File: src/rtl/fs_dither_kernel.sv
// fs_dither_kernel: Floyd-Steinberg error-diffusion engine sitting between the
// three-row line buffer bank and the frame store. It quantises the row-y pixel
// to one bit and writes error-adjusted row-(y+1) pixels back to the buffer.
// Optional build macro FS_DITHER_THRESH_PORT_EN adds thresh_in[7:0], which is
// sampled at column 0 and held for the row (THRESH becomes its reset value).
//
// state | meaning
// IDLE  | waiting for column 0 of a row; other columns are ignored
// RUN   | accepting columns 1..FRAME_WIDTH-1
// FLUSH | one-cycle tail that finalises and writes back the last column
//
// A row needs at least one idle cycle after its last column (the FLUSH slot)
// before the next row's column 0 is accepted.
module fs_dither_kernel #(
  parameter int FRAME_WIDTH  = 320,
  parameter int FRAME_HEIGHT = 240,
  parameter int THRESH       = 128
) (
  input  logic        clk_in,
  input  logic        rst_in,
  input  logic [7:0]  cur_pixel,
  input  logic [7:0]  below_pixel,
  input  logic [10:0] in_hcount,
  input  logic [9:0]  in_vcount,
  input  logic        in_valid,
  input  logic        freeze,
`ifdef FS_DITHER_THRESH_PORT_EN
  input  logic [7:0]  thresh_in,
`endif
  output logic        dith_pixel,
  output logic [10:0] dith_hcount,
  output logic [9:0]  dith_vcount,
  output logic        dith_valid,
  output logic [7:0]  wb_data,
  output logic [10:0] wb_hcount,
  output logic        wb_valid
);

  typedef enum logic [1:0] {IDLE = 2'd0, RUN = 2'd1, FLUSH = 2'd2} state_t;

  localparam logic [10:0] LAST_COL = 11'(FRAME_WIDTH - 1);
  localparam logic [9:0]  LAST_ROW = 10'(FRAME_HEIGHT - 1);
  localparam logic [7:0]  THRESH8  = 8'(THRESH);

  function automatic logic [7:0] clamp8(input logic signed [10:0] s);
    if (s < 0)             clamp8 = 8'd0;
    else if (s > 11'sd255) clamp8 = 8'd255;
    else                   clamp8 = s[7:0];
  endfunction

  state_t state_q, state_d;
  logic signed [9:0] e_right_q, e_right_d;
  // acc1 holds the pending error for the column just behind the input (x-1),
  // acc2 the 1/16 share already queued for column x; the finalised column
  // value drops straight into the write-back stage.
  logic signed [9:0] acc1_q, acc1_d, acc2_q, acc2_d;
  logic [7:0]  below_prev_q, below_prev_d;
  logic        last_row_q, last_row_d;
  logic        p1_dith_q, p1_dith_d, p1_dvalid_q, p1_dvalid_d;
  logic [10:0] p1_hcount_q, p1_hcount_d, p1_wb_hcount_q, p1_wb_hcount_d;
  logic [9:0]  p1_vcount_q, p1_vcount_d;
  logic [7:0]  p1_wb_data_q, p1_wb_data_d;
  logic        p1_wb_valid_q, p1_wb_valid_d;
  logic        dith_q, dith_d, dvalid_q, dvalid_d, wb_valid_q, wb_valid_d;
  logic [10:0] dhcount_q, dhcount_d, wb_hcount_q, wb_hcount_d;
  logic [9:0]  dvcount_q, dvcount_d;
  logic [7:0]  wb_data_q, wb_data_d;

  logic              accept, flush, first, last;
  logic [7:0]        thr_cur, v;
  logic signed [9:0] e_eff, err, e7, e5, e3, e1, prev_final, wb_acc;
  logic signed [10:0] sum, wb_sum;
  logic signed [13:0] err_x;
  logic              q_out;

`ifdef FS_DITHER_THRESH_PORT_EN
  logic [7:0] thresh_q, thresh_d;
`endif

  // FSM state register plus all datapath and pipeline flops
  always_ff @(posedge clk_in) begin
    if (!rst_in) begin
      state_q <= IDLE;       e_right_q <= '0;     acc1_q <= '0;      acc2_q <= '0;
      below_prev_q <= '0;    last_row_q <= 1'b0;
      p1_dith_q <= 1'b0;     p1_dvalid_q <= 1'b0; p1_hcount_q <= '0; p1_vcount_q <= '0;
      p1_wb_data_q <= '0;    p1_wb_hcount_q <= '0; p1_wb_valid_q <= 1'b0;
      dith_q <= 1'b0;        dvalid_q <= 1'b0;    dhcount_q <= '0;   dvcount_q <= '0;
      wb_data_q <= '0;       wb_hcount_q <= '0;   wb_valid_q <= 1'b0;
`ifdef FS_DITHER_THRESH_PORT_EN
      thresh_q <= THRESH8;
`endif
    end else begin
      state_q <= state_d;    e_right_q <= e_right_d; acc1_q <= acc1_d; acc2_q <= acc2_d;
      below_prev_q <= below_prev_d; last_row_q <= last_row_d;
      p1_dith_q <= p1_dith_d; p1_dvalid_q <= p1_dvalid_d;
      p1_hcount_q <= p1_hcount_d; p1_vcount_q <= p1_vcount_d;
      p1_wb_data_q <= p1_wb_data_d; p1_wb_hcount_q <= p1_wb_hcount_d;
      p1_wb_valid_q <= p1_wb_valid_d;
      dith_q <= dith_d;      dvalid_q <= dvalid_d; dhcount_q <= dhcount_d; dvcount_q <= dvcount_d;
      wb_data_q <= wb_data_d; wb_hcount_q <= wb_hcount_d; wb_valid_q <= wb_valid_d;
`ifdef FS_DITHER_THRESH_PORT_EN
      thresh_q <= thresh_d;
`endif
    end
  end

  // FSM next-state: freeze holds the state, including the FLUSH slot
  always_comb begin
    state_d = state_q;
    case (state_q)
      IDLE:    if (accept) state_d = last ? FLUSH : RUN;
      RUN:     if (accept && last) state_d = FLUSH;
      FLUSH:   if (!freeze) state_d = IDLE;
      default: state_d = IDLE;
    endcase
  end

  // FSM outputs: which input beat is taken this cycle and when the tail runs
  always_comb begin
    first  = (in_hcount == 11'd0);
    last   = (in_hcount == LAST_COL);
    accept = !freeze && in_valid && ((state_q == IDLE && first) || state_q == RUN);
    flush  = !freeze && (state_q == FLUSH);
  end

  // Quantiser and error split; products are 14-bit signed, floored by >>> 4
  always_comb begin
`ifdef FS_DITHER_THRESH_PORT_EN
    thr_cur = first ? thresh_in : thresh_q;
`else
    thr_cur = THRESH8;
`endif
    e_eff = first ? 10'sd0 : e_right_q;
    sum   = $signed({3'b000, cur_pixel}) + $signed({e_eff[9], e_eff});
    v     = clamp8(sum);
    q_out = (v >= thr_cur);
    err   = $signed({2'b00, v}) - (q_out ? 10'sd255 : 10'sd0);
    err_x = {{4{err[9]}}, err};
    e7    = 10'(((err_x <<< 3) - err_x) >>> 4);
    e5    = 10'(((err_x <<< 2) + err_x) >>> 4);
    e3    = 10'(((err_x <<< 1) + err_x) >>> 4);
    e1    = 10'(err_x >>> 4);
    prev_final = acc1_q + e3;
    wb_acc     = flush ? acc1_q : prev_final;
    wb_sum     = $signed({3'b000, below_prev_q}) + $signed({wb_acc[9], wb_acc});
  end

  // Error window, below-row history and the two pipeline stages
  always_comb begin
    e_right_d = e_right_q;  acc1_d = acc1_q;  acc2_d = acc2_q;
    below_prev_d = below_prev_q;  last_row_d = last_row_q;
`ifdef FS_DITHER_THRESH_PORT_EN
    thresh_d = (accept && first) ? thresh_in : thresh_q;
`endif
    if (accept) begin
      e_right_d    = last ? 10'sd0 : e7;
      acc1_d       = (first ? 10'sd0 : acc2_q) + e5;
      acc2_d       = last ? 10'sd0 : e1;
      below_prev_d = below_pixel;
      last_row_d   = (in_vcount == LAST_ROW);
    end else if (flush) begin
      e_right_d = '0;  acc1_d = '0;  acc2_d = '0;
    end
    p1_dith_d = p1_dith_q;  p1_dvalid_d = p1_dvalid_q;
    p1_hcount_d = p1_hcount_q;  p1_vcount_d = p1_vcount_q;
    p1_wb_data_d = p1_wb_data_q;  p1_wb_hcount_d = p1_wb_hcount_q;
    p1_wb_valid_d = p1_wb_valid_q;
    dith_d = dith_q;  dvalid_d = dvalid_q;  dhcount_d = dhcount_q;  dvcount_d = dvcount_q;
    wb_data_d = wb_data_q;  wb_hcount_d = wb_hcount_q;  wb_valid_d = wb_valid_q;
    if (!freeze) begin
      p1_dith_d      = q_out;
      p1_dvalid_d    = accept;
      p1_hcount_d    = in_hcount;
      p1_vcount_d    = in_vcount;
      p1_wb_data_d   = clamp8(wb_sum);
      p1_wb_hcount_d = flush ? LAST_COL : 11'(in_hcount - 11'd1);
      p1_wb_valid_d  = (accept && !first && in_vcount != LAST_ROW) || (flush && !last_row_q);
      dith_d = p1_dith_q;  dvalid_d = p1_dvalid_q;
      dhcount_d = p1_hcount_q;  dvcount_d = p1_vcount_q;
      wb_data_d = p1_wb_data_q;  wb_hcount_d = p1_wb_hcount_q;  wb_valid_d = p1_wb_valid_q;
    end
  end

  // Strobes are suppressed while frozen; the held beat shows once on release
  always_comb begin
    dith_pixel  = dith_q;
    dith_hcount = dhcount_q;
    dith_vcount = dvcount_q;
    dith_valid  = dvalid_q && !freeze;
    wb_data     = wb_data_q;
    wb_hcount   = wb_hcount_q;
    wb_valid    = wb_valid_q && !freeze;
  end

endmodule
File: config.mk
export PLATFORM = sky130hd
export DESIGN_NAME = fs_dither_kernel
export DESIGN_NICKNAME = d
export VERILOG_FILES = /design/src/rtl/fs_dither_kernel.sv
export SDC_FILE = /design/constraint.sdc
export NUM_CORES = 1
export LEC_CHECK = 0
export BUFFER_PORTS_ARGS = -buffer_cell sky130_fd_sc_hd__buf_2
export CORE_ASPECT_RATIO = 1.1
export CORE_MARGIN = 2
export CORE_UTILIZATION = 40
export DETAILED_ROUTE_END_ITERATION = 10
export HOLD_SLACK_MARGIN = 0.08
export MAX_ROUTING_LAYER = met4
export PLACE_DENSITY = 0.59
export REMOVE_ABC_BUFFERS = 1
export SYNTH_ARGS = -nofsm -noshare
export SYNTH_HDL_FRONTEND = slang
export SYNTH_SLANG_ARGS = --single-unit
File: constraint.sdc
create_clock -name clk_in -period 10.15 [get_ports clk_in]
set_input_delay 0 -clock clk_in [delete_from_list [all_inputs] [get_ports clk_in]]
set_output_delay 0 -clock clk_in [all_outputs]
set_load 0.05 [all_outputs]
==> reports/metrics.yaml <==
place_ws_ns: 0.272
setup_tns_ns: 0
multi_input_area_um2: 4740
antenna_found_initial: 0
io_buffers: 83
finalSetupViolCount: 0
clkPwrFrac: 0.367
seq_area_um2: 2420
cp.arrival_ns: 9.75
wl_mm: 17.7
worst_path_max_delay_cell: "dlygate4sd3_1"
p_int_mw: 1.03
p_leak_nw: 4.07
grt_pass1_wl_mm: 29.5
grt_max_degree: 60
cts.path.max_buffers: 2
path_buf_inv: 6
seq_power_share: 0.326
nets: 1097
startpoint_type: "input port"
switching_share: 0.331
fmax_mhz: 106
synth_cells: 891
final_cell_mix: "130 x nor2_1, 121 x dfxtp_1, 82 x buf_2"
crit_top_cell: "ha_1"
clockRootBuffer: "clkbuf_16"
drv_cap: 0
synth_cell_types: 61
area_growth_syn_to_layout_pct: 21.5
hold_path.class: "input port to flip-flop"
drt_pass1_iterations: 5
synth_area_leader_cell: "dfxtp_1"
fin_crit_sh: 0.930
required_ns: 10.46
drt_iter0_drc: 273
antenna_cells: 0
drc: 0
grt-ovfl-total: 0
n_fill_cell: 1833
place_hpwl_mm: 12.4
slew_headroom: 0.364
cp_top_family: "compound AO/OA/AOI/OAI gates"
post-place-cells: 1183
track_usage: 0.189
die_y_um: 147
endpoint_kind: "flip-flop"
htreeDepth: 4
fp-row-count: 52
drv_slew: 0
vias: 6485
core_um2: 18300
worst_path_largest_cell_delay_ns: 0.53
power_mw: 1.54
clock-sinks: 121
syn_avg_cell_area_um2: 8.30
io_pins: 84
min_period_ns: 9.44
place_congestion: 0.889
yosysTopAreaCellShare: 0.327
ys_seq_area_frac: 0.327
ir_worst_vdd_v: 0.000113
powerDensity_nw_per_um2: 171
die_area_um2: 19600
start_util: 0.405
whs_ns: 0.142
final_antenna_net_count: 0
die_w_um: 134
synth_ff_type: "dfxtp_1"
synthesis.area_um2: 7400
final_common_cell: "nor2_1"
tightest_slew_ns: 0.951
wire_per_inst_um: 14.1
clock_latency_ns: 0.42
power_switching_mw: 0.508
synth_edf_count: 0
via_per_inst: 5.18
skew_ns: 0.00833
yosysWarnings: 0
drive_above_1_share: 0.149
p_comb_frac: 0.307
synth_seq_cells: 121
cts_buffers: 17
cts_tree: "built"
grt_pass1_vias: 6032
final_hold_viol_count: 0
final_cell_count_no_fill: 1251
outcome: "complete, no violations"
worst-path-max-fanout: 12
ys_async_sr_fraction: 0
clk_pin_slew_ns: 0.06
setup_ws_ns: 0.712
crit_type: "input port to flip-flop"
synth_area_leaders: "dfxtp_1 33%, ha_1 9.5%, mux2i_1 8.9%"
## through the flow
step | util | instance area [um^2]
floorplan | - | 7230
global placement | 0.439 | 8030
detailed placement | 0.439 | 8030
CTS | 0.487 | 8910
global route | 0.492 | 8990
finish | 0.492 | 8990
## Yosys cell counts (4+ instances only)
| library cell | n |
|---|---|
| nor2_1 | 131 |
| o21ai_0 | 36 |
| a31oi_1 | 8 |
| o21a_1 | 11 |
| clkbuf_1 | 37 |
| fa_1 | 5 |
| mux2i_1 | 66 |
| a211oi_1 | 5 |
| a21oi_1 | 69 |
| xnor2_1 | 30 |
| nor3_1 | 31 |
| nand2b_1 | 5 |
| buf_1 | 5 |
| xor2_1 | 20 |
| or4_1 | 4 |
| a21o_1 | 14 |
| and2_1 | 13 |
| a221oi_1 | 11 |
| a22oi_1 | 16 |
| nor3b_1 | 6 |
| ha_1 | 56 |
| o21bai_1 | 11 |
| o211ai_1 | 5 |
| nand3_1 | 16 |
| dfxtp_1 | 121 |
| o41ai_1 | 4 |
| nor2b_1 | 9 |
| or3_1 | 9 |
| nand2_1 | 62 |
| inv_1 | 28 |
## power groups by stage
stage          clock network (mW)  logic [mW]  registers [mW]
4_1_cts                     0.577       0.469           0.501
2_1_floorplan                   0       0.327           0.531
3_5_place_dp                    0       0.455           0.511
6_report                    0.564       0.472           0.501
3_3_place_gp                    0       0.455           0.511
5_1_grt                     0.598       0.529           0.503
## cell type report
class                      instances  area share
inverter                          32      0.0135
clock buffer                      19      0.0481
sequential                       121       0.269
tap                              243      0.0338
multi-input combinational        693       0.527
clock inverter                    13      0.0135
timing repair buffer             130      0.0946
## per-layer routing
layer,share of wire,global-route usage
met1,0.48,0.238
met3,0.024,0.0347
met4,0.011,0.0532
met5,0,-
met2,0.49,0.312
## kinds of logic (layout without fill, tap and decap cells)
| kind of cell | count (synthesis) | count (layout) | share of synthesized area |
|---|---|---|---|
| flops | 121 | 121 | 0.327 |
| xor+xnor | 52 | 52 | 0.0644 |
| compound gates | 213 | 213 | 0.185 |
| mux | 66 | 66 | 0.0893 |
| buf+inv | 77 | 194 | 0.0396 |
| simple gates | 301 | 301 | 0.186 |
| fa+ha+maj | 61 | 61 | 0.108 |
## flip-flops by register name, indices dropped and copies added, names as in the netlist, 9 cells and up
register / flops
wb_hcount: 11
e_right_q: 9
dith_hcount: 11
p1_wb_hcount_q: 11
p1_hcount_q: 11
acc1_q: 10
p1_vcount_q: 10
dith_vcount: 10
## final timing paths
check,from,end,slack [ns],depth (start not counted)
min reg2reg,p1_dvalid_q,p1_dvalid_q,0.46,2
min,in_valid,p1_dvalid_q,0.14,4
max,in_hcount[0],p1_wb_data_q[5],0.71,45
max reg2reg,e_right_q[0],p1_wb_data_q[5],1.96,38
## repair_timing
item                                    in CTS  in global routing
buffers inserted                             0                  4
hold buffers                                32                  0
endpoints found under the hold margin       48                  0
endpoints found under the setup margin       0                  8
resized for setup                            0                 13
## worst register-to-register path: cells and delay by family, from the launching register on
| family | cells | cell delay (ns) |
|---|---|---|
| compound gates | 19 | 3.60 |
| xor+xnor | 2 | 0.32 |
| fa+ha+maj | 7 | 2.23 |
| buf+inv | 3 | 0.56 |
| flops | 1 | 0.31 |
| simple gates | 7 | 1.10 |
(Power assumes the default switching activity.)
